`src/rtl/mul_pkg.sv`:
```
// Shared types for the iterative RV32M multiply unit: operation encoding,
// FSM state encoding and helpers deciding which operands are signed.
package mul_pkg;

    typedef enum logic [1:0] {
        MUL    = 2'd0,
        MULH   = 2'd1,
        MULHSU = 2'd2,
        MULHU  = 2'd3
    } mul_op_e;

    typedef enum logic [2:0] {
        IDLE    = 3'd0,
        NEG_IN  = 3'd1,
        RUN     = 3'd2,
        NEG_OUT = 3'd3,
        DONE    = 3'd4
    } mul_state_e;

    function automatic logic op_signed_a(input mul_op_e op);
        return (op == MULH) || (op == MULHSU);
    endfunction

    function automatic logic op_signed_b(input mul_op_e op);
        return (op == MULH);
    endfunction

endpackage

```
`src/rtl/adder_n_bit.sv`:
```
// Ripple-carry adder; add_one is the carry-in, so ~x + 0 with add_one=1
// yields the two's-complement negation of x.
module adder_n_bit #(
    parameter int WIDTH = 32
) (
    input  logic [WIDTH-1:0] a,
    input  logic [WIDTH-1:0] b,
    input  logic             add_one,
    output logic [WIDTH-1:0] sum
);

    logic [WIDTH-1:0] carry;

    assign carry[0] = add_one;

    generate
        for (genvar gi = 0; gi < WIDTH; gi++) begin : g_bit
            assign sum[gi] = a[gi] ^ b[gi] ^ carry[gi];
            // The carry out of the top bit is dropped: arithmetic is modulo 2^WIDTH.
            if (gi < WIDTH - 1) begin : g_carry
                assign carry[gi+1] = (a[gi] & b[gi]) | (a[gi] & carry[gi]) | (b[gi] & carry[gi]);
            end
        end
    endgenerate

endmodule

```
`src/rtl/iterative_multiplier.sv`:
```
// Multi-cycle shift-and-add RV32M multiplier (MUL/MULH/MULHSU/MULHU).
// Optional build macro MUL_EARLY_EXIT_EN: leave RUN once the multiplier is exhausted.
module iterative_multiplier
    import mul_pkg::*;
#(
    parameter int WIDTH = 32
) (
    input  logic             clk,
    input  logic             rst,
    input  logic             start_valid,
    output logic             start_ready,
    input  logic [1:0]       op,
    input  logic [WIDTH-1:0] a,
    input  logic [WIDTH-1:0] b,
    output logic             result_valid,
    input  logic             result_ready,
    output logic [WIDTH-1:0] result
);

    localparam int CW = $clog2(WIDTH);
    localparam logic [CW-1:0] LAST_COUNT = CW'(WIDTH - 1);

    mul_state_e         state_reg, state_next;
    mul_op_e            op_reg;
    logic               sign_a_reg, sign_b_reg, neg_res_reg;
    logic [WIDTH-1:0]   a_reg, b_reg;
    logic [2*WIDTH-1:0] mcand_reg, prod_reg;
    logic [WIDTH-1:0]   mplier_reg;
    logic [CW-1:0]      count_reg;
    logic [WIDTH-1:0]   result_reg;
    logic               result_valid_reg;

    logic               accept;
    logic               sign_a_in, sign_b_in;
    logic [WIDTH-1:0]   neg_a, neg_b, abs_a, abs_b;
    logic               negating;
    logic [2*WIDTH-1:0] wide_a, wide_b, wide_sum;
    logic [2*WIDTH-1:0] final_prod;
    logic [WIDTH-1:0]   mplier_shift;
    logic [WIDTH-1:0]   result_sel;
    logic               run_exit;

    assign start_ready  = (state_reg == IDLE) && !rst;
    assign accept       = start_valid && start_ready;
    assign result_valid = result_valid_reg;
    assign result       = result_reg;

    assign sign_a_in = op_signed_a(mul_op_e'(op)) & a[WIDTH-1];
    assign sign_b_in = op_signed_b(mul_op_e'(op)) & b[WIDTH-1];

    adder_n_bit #(.WIDTH(WIDTH)) u_neg_a (
        .a       (~a_reg),
        .b       ({WIDTH{1'b0}}),
        .add_one (1'b1),
        .sum     (neg_a)
    );

    adder_n_bit #(.WIDTH(WIDTH)) u_neg_b (
        .a       (~b_reg),
        .b       ({WIDTH{1'b0}}),
        .add_one (1'b1),
        .sum     (neg_b)
    );

    // MIN_INT negates to itself, which is exactly 2^(W-1) read as unsigned.
    assign abs_a = sign_a_reg ? neg_a : a_reg;
    assign abs_b = sign_b_reg ? neg_b : b_reg;

    // One wide adder shared between accumulate (RUN) and final negate (NEG_OUT).
    assign negating = (state_reg == NEG_OUT);
    assign wide_a   = negating ? ~prod_reg : prod_reg;
    assign wide_b   = negating ? {(2*WIDTH){1'b0}} : mcand_reg;

    adder_n_bit #(.WIDTH(2*WIDTH)) u_acc (
        .a       (wide_a),
        .b       (wide_b),
        .add_one (negating),
        .sum     (wide_sum)
    );

    assign final_prod   = neg_res_reg ? wide_sum : prod_reg;
    assign result_sel   = (op_reg == MUL) ? final_prod[WIDTH-1:0] : final_prod[2*WIDTH-1:WIDTH];
    assign mplier_shift = mplier_reg >> 1;

`ifdef MUL_EARLY_EXIT_EN
    assign run_exit = (count_reg == LAST_COUNT) || (mplier_shift == {WIDTH{1'b0}});
`else
    assign run_exit = (count_reg == LAST_COUNT);
`endif

    always_comb begin
        state_next = state_reg;
        case (state_reg)
            IDLE:    if (accept) state_next = NEG_IN;
            NEG_IN:  state_next = RUN;
            RUN:     if (run_exit) state_next = NEG_OUT;
            NEG_OUT: state_next = DONE;
            DONE:    if (result_ready) state_next = IDLE;
            default: state_next = IDLE;
        endcase
    end

    always_ff @(posedge clk) begin
        if (rst) begin
            state_reg        <= IDLE;
            op_reg           <= MUL;
            sign_a_reg       <= 1'b0;
            sign_b_reg       <= 1'b0;
            neg_res_reg      <= 1'b0;
            a_reg            <= '0;
            b_reg            <= '0;
            mcand_reg        <= '0;
            mplier_reg       <= '0;
            prod_reg         <= '0;
            count_reg        <= '0;
            result_reg       <= '0;
            result_valid_reg <= 1'b0;
        end else begin
            state_reg <= state_next;
            case (state_reg)
                IDLE: begin
                    if (accept) begin
                        op_reg      <= mul_op_e'(op);
                        a_reg       <= a;
                        b_reg       <= b;
                        sign_a_reg  <= sign_a_in;
                        sign_b_reg  <= sign_b_in;
                        neg_res_reg <= sign_a_in ^ sign_b_in;
                    end
                end
                NEG_IN: begin
                    mcand_reg  <= {{WIDTH{1'b0}}, abs_a};
                    mplier_reg <= abs_b;
                    prod_reg   <= '0;
                    count_reg  <= '0;
                end
                RUN: begin
                    if (mplier_reg[0]) prod_reg <= wide_sum;
                    mcand_reg  <= mcand_reg << 1;
                    mplier_reg <= mplier_shift;
                    count_reg  <= count_reg + CW'(1);
                end
                NEG_OUT: begin
                    prod_reg         <= final_prod;
                    result_reg       <= result_sel;
                    result_valid_reg <= 1'b1;
                end
                DONE: begin
                    if (result_ready) result_valid_reg <= 1'b0;
                end
                default: ;
            endcase
        end
    end

endmodule

```
`config.mk`:
```
export PLATFORM = sky130hd
export DESIGN_NAME = iterative_multiplier
export DESIGN_NICKNAME = d
export VERILOG_FILES = /design/src/rtl/mul_pkg.sv /design/src/rtl/adder_n_bit.sv /design/src/rtl/iterative_multiplier.sv
export SDC_FILE = /design/constraint.sdc
export NUM_CORES = 1
export LEC_CHECK = 0
export ABC_AREA = 1
export CAP_MARGIN = 20
export CELL_PAD_IN_SITES_DETAIL_PLACEMENT = 0
export CELL_PAD_IN_SITES_GLOBAL_PLACEMENT = 1
export CORE_MARGIN = 5
export CORE_UTILIZATION = 45
export CTS_BUF_LIST = sky130_fd_sc_hd__clkbuf_2 sky130_fd_sc_hd__clkbuf_4 sky130_fd_sc_hd__clkbuf_8
export CTS_CLUSTER_DIAMETER = 40
export DETAILED_ROUTE_END_ITERATION = 16
export GPL_TIMING_DRIVEN = 0
export PLACE_DENSITY = 0.89
export SLEW_MARGIN = 5
export SYNTH_ARGS = -nofsm -noshare
export SYNTH_HDL_FRONTEND = slang
export SYNTH_SLANG_ARGS = --single-unit
```
`constraint.sdc`:
```
create_clock -name clk -period 44.4 [get_ports clk]
set_input_delay 11.1 -clock clk [delete_from_list [all_inputs] [get_ports clk]]
set_output_delay 11.1 -clock clk [all_outputs]
set_load 0.05 [all_outputs]
```
# Word-level counts from Yosys, hierarchy flattened
# Cells that the tools add are included.
# W data, S select, Z words.
# word_totals
register_bits	270
output_inout_bits	34
in_bits	70
wordCells	628
# classes
n_eq_ne	11
bitwise	573
n_mux	17
n_reduce_logical	13
add_sub_neg	1
# ops
cell	count
$mux W64	4
$and A1 B1 Y1	251
$pmux W64 S3	1
$xor A1 B1 Y1	191
$pmux W64 S2	1
$or A1 B1 Y1	126
$mux W32	3
$not A32 Y32	2
$not A64 Y64	1
$pmux W32 S2	1
$pmux W3 S5	1
$pmux W5 S2	1
$mux W3	3
$ne A2 B2 Y1 const B	4
$eq A3 B2 Y1 const B	2
$reduce_and A2 Y1	3
$add A5 B1 Y5 const B	1
$eq A5 B5 Y1 const B	1
$reduce_bool A2 Y1	2
$eq A3 B1 Y1 const B	1
$eq A3 B3 Y1 const B	1
$logic_not A3 Y1	1
$reduce_and A3 Y1	1
$reduce_bool A3 Y1	1
9 further kinds	11

# Longest topological paths before layout
# Gate-level depths: netlist of run 1.
# depth
depth_word	194
depth_mapped	77

# Modules after synthesis
# A second synthesis of run 1 with hierarchy kept.
# hier_totals
cells_unflattened	2545
area_unflattened_um2	17241.5
# modules_own_cells
mod	cells_each	area_each_um2	seq_area_each_um2	instances
iterative_multiplier	2378	14570.2	5405.2	1
adder_n_bit (u_neg_a ...)	45	676.9	0.0	2
adder_n_bit (u_acc)	77	1317.5	0.0	1

# Worst setup path after synthesis of run 1
# Ideal clock, no wire load.
# synth_path
kind	reg2reg
from	register state_reg[0]
to	register prod_reg[63]
path_slack_ns	14.863
setup_ns	0.070
stages_incl_launch_ff	77
t_arrival_ns	29.467
t_required_ns	44.330
path_cell_list	dfxtp_1 nand3_2 inv_2 buf_2 buf_2 nor2_1 fa_1 inv_1 fa_1 inv_1 fa_1 fa_1 fa_1 fa_1 fa_1 fa_1 fa_1 fa_1 [... 41 more ...] fa_1 fa_1 fa_1 fa_1 fa_1 fa_1 fa_1 fa_1 fa_1 fa_1 fa_1 inv_1 nand2_1 nand2_1 nand3_1 nand3_1 nand3_1 a21oi_1
# synth_between
elab_chain_cells	194
word_cells_on_any_way	328
classes_between	eq/ne: 4; mux: 5; bitwise: 317; reduce/logical: 2
# synth_rtl
item	line_no	rtl
start: declaration	iterative_multiplier.sv:23	mul_state_e state_reg, state_next;
start signal: assignment	iterative_multiplier.sv:119	state_reg <= state_next;
$eq A3 B2 Y1	iterative_multiplier.sv:70, iterative_multiplier.sv:120	
$mux W64 (on tied branches)	iterative_multiplier.sv:71, iterative_multiplier.sv:72	
$and A1 B1 Y1	adder_n_bit.sv:21	assign carry[gi+1] = (a[gi] & b[gi]) | (a[gi] & carry[gi]) | (b[gi] & carry[gi]);
$or A1 B1 Y1 (2 in series)	adder_n_bit.sv:21	
$and A1 B1 Y1	adder_n_bit.sv:21	
$or A1 B1 Y1 (2 in series)	adder_n_bit.sv:21	
$and A1 B1 Y1	adder_n_bit.sv:21	
$or A1 B1 Y1 (2 in series)	adder_n_bit.sv:21	
[... 172 more ...]	n/a	
$or A1 B1 Y1 (2 in series)	adder_n_bit.sv:21	
$and A1 B1 Y1	adder_n_bit.sv:21	
$or A1 B1 Y1 (2 in series)	adder_n_bit.sv:21	
$and A1 B1 Y1	adder_n_bit.sv:21	
$or A1 B1 Y1 (2 in series)	adder_n_bit.sv:21	
$xor A1 B1 Y1	adder_n_bit.sv:18	assign sum[gi] = a[gi] ^ b[gi] ^ carry[gi];
$mux W64 (on tied branches)	iterative_multiplier.sv:81, iterative_multiplier.sv:138	
$pmux W64 S3	iterative_multiplier.sv:120	case (state_reg)
end signal: assignment	iterative_multiplier.sv:138	if (mplier_reg[0]) prod_reg <= wide_sum;
end signal: assignment	iterative_multiplier.sv:144	prod_reg <= final_prod;
end: declaration	iterative_multiplier.sv:27	logic [2*WIDTH-1:0] mcand_reg, prod_reg;
# Several ways; a longest one is shown, not always the timed one. The select of a mux whose other input is x is not followed.
# A chain may end at the register's enable or synchronous reset.

# Worst setup path after layout of run 1
# Ends and elaborated chain as after synthesis.

==> impl_metrics.ini, run 1 <==
[job]
maxCapViolCount = 0

[grt]
grt_usage_pct = 23.6
grt_max_degree = 13
grt_pass1_wl_mm = 71.2
grt_pass1_vias = 14000
overflow = 0
antenna_found_initial = 1

[floorplan]
std_cell_rows = 67
die_area_um2 = 37200
die_w_um = 193
core_area_um2 = 33300
die-height_um = 193
initial_core_util_pct = 45.2
io-pin-count = 104

[setup_path]
cp_max_fo = 10
reg2reg_slack_ns = 13.16
arrival_ns = 31.74
ff2ff_path_depth = 76
crit_buf_inv = 6
crit_type = reg -> reg
crit_top_cell = fa_1
cp_top_family = adder cells
max_stage_delay_ns = 0.50
crit_cells = 76
worstPathRequired_ns = 44.90
crit_slowest_cell = fa_1
startpoint = state_reg[0]
regToRegStartpoint = state_reg[0]
start_kind = flip-flop
worstReg2RegEnd = prod_reg[63]
cp-end-kind = flip-flop
cp-endpoint = prod_reg[63]

[final_layout]
drive_gt1_share_pct = 7.84
final_common_cell = nand2_1
nNetsFinal = 2390
num_antenna_cells = 0
areaGrowthSynthToFinish_pct = 18.1
most-common-layout-cells = 338 x nand2_1, 270 x dfxtp_1, 259 x a21oi_1, 246 x nor2_1, 219 x o21ai_0
design_area_um2 = 17800

[timing]
finalSetupViolations = 0
setup_tns_ns = 0
fin_skew_ns = 0.0163
drv_slew = 0
max_freq_mhz = 32.0
rsz0062_at_grt = no
period_share_pct = 70.4
tightest_slew_ns = 0.872
relSlewSlack_pct = 41.9
hold_ws_ns = 0.455
hold_viol = 0
min_period_ns = 31.24

[yosys]
synthesis.area_um2 = 15100
syn-num-nets = 2235
synth_cells = 2040
ys_types = 31
syn_avg_cell_area_um2 = 7.38
yosys_warnings = 0
synth-seq-area-share_pct = 35.9
synth-seq-cells = 270

[placed_design]
portBuffers = 102
gp_congestion = 0.902
hpwlAfterDp_mm = 33.2
placedInstanceArea_um2 = 16600

[clock_network]
cts_buffers = 51
clkTransAtPathRegs_ns = 0.06
cts_resized = 0
clock-sinks = 270
cts_root_buf = clkbuf_8
cts-hold-fix-buffers = 0
post_cts_buffers = 0
cts_htree_levels = 2
cts_tree = yes
clock_path_buffers = 3
insertion_delay_ns = 0.57

[outcome]
status = finished clean

[min_path]
min-delay-start = op_reg[0]
whs_path_depth = 2
hold_path_class = reg -> reg

[routing]
drc = 0
ant_nets = 0
firstDrtPassIters = 5
drt_iter0_drc = 1066
vias = 14300
drt-vias-per-instance = 5.32
drt_wl_total_mm = 44.4
wl_per_cell_um = 16.5

[pwr]
ir_drop_mv = 0.0309
leakage_nw = 6.88
power.density_nw_per_um2 = 55.7
-- worst min path at each step --
stage | end | slack (ns)
floorplan | op_reg[0] | 0.42
global placement | op_reg[0] | 0.44
detailed placement | op_reg[0] | 0.45
CTS | op_reg[0] | 0.46
global route | result[11] | 0.49
finish | op_reg[0] | 0.46
-- cell usage after synthesis, drive strengths merged --
cell	number	area (um^2)
nand2	340	1280
xor2	33	289
clkbuf	80	302
or2	1	6.26
a211oi	1	7.51
xnor2	31	272
inv	208	781
dfxtp	270	5410
nand3	14	80.1
o211ai	33	248
buf	71	365
a21oi	259	1300
o2111ai	1	8.76
ha	63	788
o22ai	56	350
fa	62	1240
o32ai	1	8.76
nor2	248	936
o21ai	231	1160
nand4	2	18.8
a31oi	35	219
-- stage by stage --
step           power [mW]  worst slack (ns)  util, %  cells
2_1_floorplan       0.595             14.86        -   2040
3_3_place_gp        0.704             13.29     50.0   2590
3_5_place_dp        0.717             13.19     50.0   2590
4_1_cts             0.992             12.99     53.5   2681
5_1_grt              1.06             11.97     53.5   2681
6_report            0.991             13.16     53.5   2681
-- area by class of cell --
cell class | instances | area (um^2)
Buffer | 151 | 667
Tap cell | 448 | 561
Sequential cell | 270 | 5410
Clock buffer | 81 | 996
Fill cell | 3300 | 15500
Multi-Input combinational cell | 1411 | 8210
Clock inverter | 10 | 155
Timing Repair Buffer | 102 | 1020
Inverter | 208 | 781
-- routing by layer --
| metal | GRT usage [%] | routed length, um |
|---|---|---|
| met1 | 30.6 | 19100 |
| met5 | 0 | 13 |
| met2 | 40.4 | 21000 |
| met4 | 8.17 | 1430 |
| met3 | 3.75 | 2860 |
-- cells by family (layout without fill, tap and decap cells) --
group / after synthesis / after routing / synth area share (%)
adders and majority gates: 125 / 125 / 13.5
and+or+nand+nor: 605 / 605 / 15.4
DFF: 270 / 270 / 35.9
buffers and inverters: 359 / 552 / 9.61
AOI/OAI and AO/OA: 617 / 617 / 21.9
xor gates and xnor gates: 64 / 64 / 3.72
-- power breakdown --
group	total (mW)	switching [mW]	leakage (nW)	internal, mW
registers	0.315	0.0261	2.20	0.289
clock network	0.273	0.108	0.606	0.165
logic	0.403	0.272	4.08	0.131
total	0.991	0.406	6.88	0.585
-- worst reg2reg max path: cells and delay by family, from the launching register on --
kind                     cells  cell delay, ns
AO/OA/AOI/OAI                1            0.14
adder cells (fa/ha/maj)     62           28.78
buffers and inverters        6            1.09
flip-flops                   1            0.44
AND/OR/NAND/NOR              7            0.76
Power figures use the tool's default switching activity.
==> run 2, diff against run 1 <==
==> constraint.sdc (replaced) <==
create_clock -name clk -period 29.4 [get_ports clk]
set_input_delay 7.35 -clock clk [delete_from_list [all_inputs] [get_ports clk]]
set_output_delay 7.35 -clock clk [all_outputs]
set_load 0.05 [all_outputs]
==> run 2 against run 1 <==
Net effect: final cell count increased by 0.22%; combinational power grew 53%; first-iteration DRC count decreased by 5.7%; count of clock-buffer cells in the layout grew 2; sequential share of layout area is 0.17 points lower; non-clock buffer count grew 4; core utilization up 0.37 points; die area stayed put; highest routed layer is now met4.
==> impl_metrics.ini, run 2 (same netlist as run 1, synthesis figures left out) <==
[outcome]
status = finished clean

[floorplan]
core_area_um2 = 33300
std_cell_rows = 67
die_w_um = 193
initial_core_util_pct = 45.2
die-height_um = 193
die_area_um2 = 37200
io-pin-count = 104

[setup_path]
start_kind = flip-flop
regToRegStartpoint = state_reg[2]
cp-end-kind = flip-flop
worstReg2RegEnd = result[30]
crit_top_cell = fa_2
cp-endpoint = result[30]
startpoint = state_reg[2]
arrival_ns = 28.97
ff2ff_path_depth = 74
worstPathRequired_ns = 29.86
max_stage_delay_ns = 0.48
crit_type = reg -> reg
cp_max_fo = 10
crit_slowest_cell = fa_1
reg2reg_slack_ns = 0.89

[timing]
finalSetupViolations = 0
min_period_ns = 28.51
drv_slew = 0
tightest_slew_ns = 0.985
max_freq_mhz = 35.1
period_share_pct = 97.0
rsz0062_at_grt = no
relSlewSlack_pct = 34.3
hold_viol = 0
fin_skew_ns = 0.0252

[routing]
drt_wl_total_mm = 44.8
firstDrtPassIters = 5
ant_nets = 0
wl_per_cell_um = 16.7
drt-vias-per-instance = 5.34
drt_iter0_drc = 1005
drc = 0
vias = 14400

[grt]
grt_usage_pct = 23.8
grt_max_degree = 15
grt_pass1_wl_mm = 71.3
antenna_found_initial = 0
overflow = 0
grt_pass1_vias = 14100

[clock_network]
insertion_delay_ns = 0.59
clock-sinks = 270
cts_buffers = 52
cts-hold-fix-buffers = 0
cts_tree = yes
cts_htree_levels = 2
cts_root_buf = clkbuf_8
clkTransAtPathRegs_ns = 0.06
clock_path_buffers = 3

[final_layout]
nNetsFinal = 2395
num_antenna_cells = 0
final_common_cell = nand2_1
most-common-layout-cells = 338 x nand2_1, 267 x dfxtp_1, 259 x a21oi_1, 246 x nor2_1, 219 x o21ai_0
utilization_pct = 53.8
areaGrowthSynthToFinish_pct = 19.0
drive_gt1_share_pct = 9.87
fill_cells = 3307

[pwr]
ir_drop_mv = 0.0448
clkPwrFrac_pct = 26.4
seq_power_share_pct = 32.0
power.density_nw_per_um2 = 82.9
power_mw = 1.49
comb_power_share_pct = 41.6
p_sw_mw = 0.622
p_int_mw = 0.863
switching_share_pct = 41.9
leakage_nw = 6.82

[placed_design]
hpwlAfterDp_mm = 33.1
gp_congestion = 0.890
portBuffers = 102

[job]
maxCapViolCount = 0

[min_path]
hold_path_class = reg -> reg
-- run 2: cell count changes in the layout (fill, tap and decap cells not counted), sizes merged --
cell / previous run / this run
clkbuf: 161 / 163
clkinv: 4 / 7
bufinv: 4 / 0
clkinvlp: 2 / 0
inv: 208 / 211
buf: 71 / 75
-- run 2: final cells by class --
cell class | instances | area (um^2) | share of cell area [%]
clock buffers | 83 | 1040 | 5.82
multi-input cells | 1411 | 8310 | 46.4
clock inverters | 10 | 61.3 | 0.342
repair buffers | 106 | 1050 | 5.87
flip-flops and latches | 270 | 5410 | 30.2
inverters | 208 | 786 | 4.39
well taps | 448 | 561 | 3.13
plain buffers | 151 | 696 | 3.88
-- run 2: worst min path at each step --
stage | from | endpoint | slack (ns) | cells after the start
final | op_reg[0] | op_reg[0] | 0.45 | 2
after global routing | result[17] | result[17] | 0.48 | 2
after CTS | op_reg[0] | op_reg[0] | 0.45 | 2
after detailed placement | op_reg[0] | op_reg[0] | 0.44 | 2
after global placement | op_reg[0] | op_reg[0] | 0.44 | 2
after floorplan | op_reg[0] | op_reg[0] | 0.42 | 2
-- run 2: through the flow --
step | cell area (um^2) | TNS (ns) | hold WS (ns) | std cells | worst slack (ns)
6_report | 17900 | 0 | 0.452 | 2687 | 0.886
5_1_grt | 17900 | 0 | 0.479 | 2687 | 0.0179
4_1_cts | 17900 | 0 | 0.453 | 2684 | 0.0329
3_5_place_dp | 16700 | -9.35 | 0.444 | 2590 | -1.48
3_3_place_gp | 16700 | -8.26 | 0.440 | 2590 | -1.36
2_1_floorplan | 15100 | 0 | 0.424 | 2040 | 0.0452
-- run 2: critical path, delay by kind of cell (launching register included) --
kind | cells | cell delay (ns)
and+or+nand+nor | 3 | 0.28
AOI/OAI and AO/OA | 3 | 0.45
adders and majority gates | 62 | 26.58
DFF | 1 | 0.35
buffers and inverters | 6 | 0.71
-- run 2: layer usage --
metal	vias to the layer above	track usage, %	wire length [um]
met2	484	39.8	20700
met5	-	0	0
met3	114	4.23	2900
li1	7001	-	-
met1	6754	30.6	19300
met4	0	9.80	1840
-- run 2: power groups by stage --
stage | logic, mW | clock network, mW | registers, mW
floorplan | 0.421 | 0 | 0.479
global placement | 0.586 | 0 | 0.478
detailed placement | 0.602 | 0 | 0.481
CTS | 0.609 | 0.397 | 0.474
global route | 0.689 | 0.417 | 0.483
finish | 0.618 | 0.392 | 0.476
-- run 2: what timing repair did --
item / CTS / global route
pin swaps: 1 / 1
gates resized for setup: 33 / 14
endpoints found under the setup margin: 10 / 7
buffers inserted: 1 / 3
==> run 3, diff against run 2 <==
--- a/config.mk
+++ b/config.mk
@@ -9,6 +9,7 @@
 export CAP_MARGIN = 20
 export CELL_PAD_IN_SITES_DETAIL_PLACEMENT = 0
 export CELL_PAD_IN_SITES_GLOBAL_PLACEMENT = 1
+export CORE_ASPECT_RATIO = 0.9
 export CORE_MARGIN = 5
 export CORE_UTILIZATION = 45
 export CTS_BUF_LIST = sky130_fd_sc_hd__clkbuf_2 sky130_fd_sc_hd__clkbuf_4 sky130_fd_sc_hd__clkbuf_8
==> run 3 against run 2 <==
Net effect: clock skew grew 0.016 ns; combinational power hardly changed; critical path depth is the same; clock power rose by 3%; flip-flop and latch count unchanged; non-clock buffer count fell by 2; highest routed layer unchanged; largest cell class unchanged; sequential share of layout area up 0.052 points; cell area down 0.22%; power grew 0.81%; worst setup slack worse by 0.046 ns; die area hardly changed.
==> impl_metrics.ini, run 3 (same netlist as run 1, synthesis figures left out) <==
[outcome]
status = finished clean

[final_layout]
most-common-layout-cells = 338 x nand2_1, 267 x dfxtp_1, 259 x a21oi_1, 246 x nor2_1, 219 x o21ai_0
nNetsFinal = 2390
instances_no_fill = 2654
num_antenna_cells = 0
final_common_cell = nand2_1
utilization_pct = 54.1
areaGrowthSynthToFinish_pct = 18.7
drive_gt1_share_pct = 9.59

[setup_path]
cp_max_fo = 10
max_stage_delay_ns = 0.58
crit_buf_inv = 6
arrival_ns = 29.07
crit_top_cell = fa_2
cp-end-kind = flip-flop
worstReg2RegEnd = result[30]
ff2ff_path_depth = 74
start_kind = flip-flop
regToRegStartpoint = state_reg[2]
cp_top_family = adder cells
reg2reg_slack_ns = 0.84
crit_type = reg -> reg
crit_slowest_cell = fa_2
worstPathRequired_ns = 29.91

[grt]
overflow = 0
grt_max_degree = 14
grt_pass1_vias = 14000
grt_pass1_wl_mm = 72.5
grt_usage_pct = 23.8
antenna_found_initial = 0

[pwr]
power.density_nw_per_um2 = 83.8
power_mw = 1.50
ir_drop_mv = 0.0385
leakage_nw = 6.79

[placed_design]
dpl_worst_slack_ns = -1.48
portBuffers = 102
gp_congestion = 0.883
hpwlAfterDp_mm = 33.6
dp.cells = 2564

[clock_network]
cts_root_buf = clkbuf_8
cts_tree = yes
cts_htree_levels = 2
cts_buffers = 49
clkTransAtPathRegs_ns = 0.06
clock-sinks = 270
clock_path_buffers = 3
insertion_delay_ns = 0.61
cts-hold-fix-buffers = 0

[job]
maxCapViolCount = 0

[floorplan]
die_area_um2 = 37200
die_w_um = 203
die-height_um = 184
std_cell_rows = 63
initial_core_util_pct = 45.6
core_area_um2 = 33000
io-pin-count = 104

[routing]
firstDrtPassIters = 5
drt_wl_total_mm = 45.2
drt_iter0_drc = 1092
drc = 0
drt-vias-per-instance = 5.39
wl_per_cell_um = 17.0
vias = 14300
ant_nets = 0

[min_path]
min-delay-start = op_reg[0]
min_to = op_reg[0]
hold_path_class = reg -> reg
whs_path_depth = 2

[timing]
hold_ws_ns = 0.449
rsz0062_at_grt = no
max_freq_mhz = 35.0
relSlewSlack_pct = 32.9
tightest_slew_ns = 1.01
drv_slew = 0
hold_viol = 0
finalSetupViolations = 0
min_period_ns = 28.56
period_share_pct = 97.1
setup_ws_ns = 0.840
fin_skew_ns = 0.0412
[run 3: what timing repair did]
item                                    in CTS  in global routing
endpoints found under the hold margin        0                  0
gates resized for setup                     31                 14
cloned                                       0                  0
pin swaps                                    1                  1
endpoints found under the setup margin      10                  7
setup buffers                                2                  0
[run 3: layout make-up]
class / count / area (um^2)
Buffer: 151 / 692
Clock buffer: 74 / 925
Clock inverter: 14 / 194
Fill cell: 3162 / 15200
Inverter: 208 / 786
Multi-Input combinational cell: 1411 / 8310
Sequential cell: 270 / 5410
Tap cell: 422 / 528
Timing Repair Buffer: 104 / 1040
[run 3: worst min-delay path: stages, from the launching register on]
cell	delay, ns
dfxtp_1	0.31
inv_1	0.05
a21oi_1	0.05
[run 3: worst max-delay path by stage]
stage | cells after the start | to | from | slack (ns)
floorplan | 74 | result[30] | state_reg[2] | 0.05
global placement | 73 | result[30] | state_reg[1] | -1.41
global route | 74 | result[30] | state_reg[2] | 0.02
CTS | 74 | result[30] | state_reg[2] | 0.001
detailed placement | 73 | result[30] | state_reg[1] | -1.48
finish | 74 | result[30] | state_reg[2] | 0.84
[run 3: stage by stage]
stage / cell area, um^2 / setup TNS [ns]
3_5_place_dp: 16600 / -9.48
5_1_grt: 17900 / 0
3_3_place_gp: 16600 / -8.62
6_report: 17900 / 0
2_1_floorplan: 15100 / 0
4_1_cts: 17800 / 0
[run 3: routing by layer]
layer  up-vias  track usage (%)  routed length (um)
li1       6991                -                   -
met1      6770             32.5               20500
met2       457             38.6               20300
met3        97             4.23                3010
met4         0             7.63                1390
met5         -                0                   0
[run 3: where the power goes]
| group | internal, mW | switching [mW] | total (mW) |
|---|---|---|---|
| clock network | 0.238 | 0.167 | 0.405 |
| registers | 0.436 | 0.0394 | 0.475 |
| logic | 0.201 | 0.416 | 0.617 |
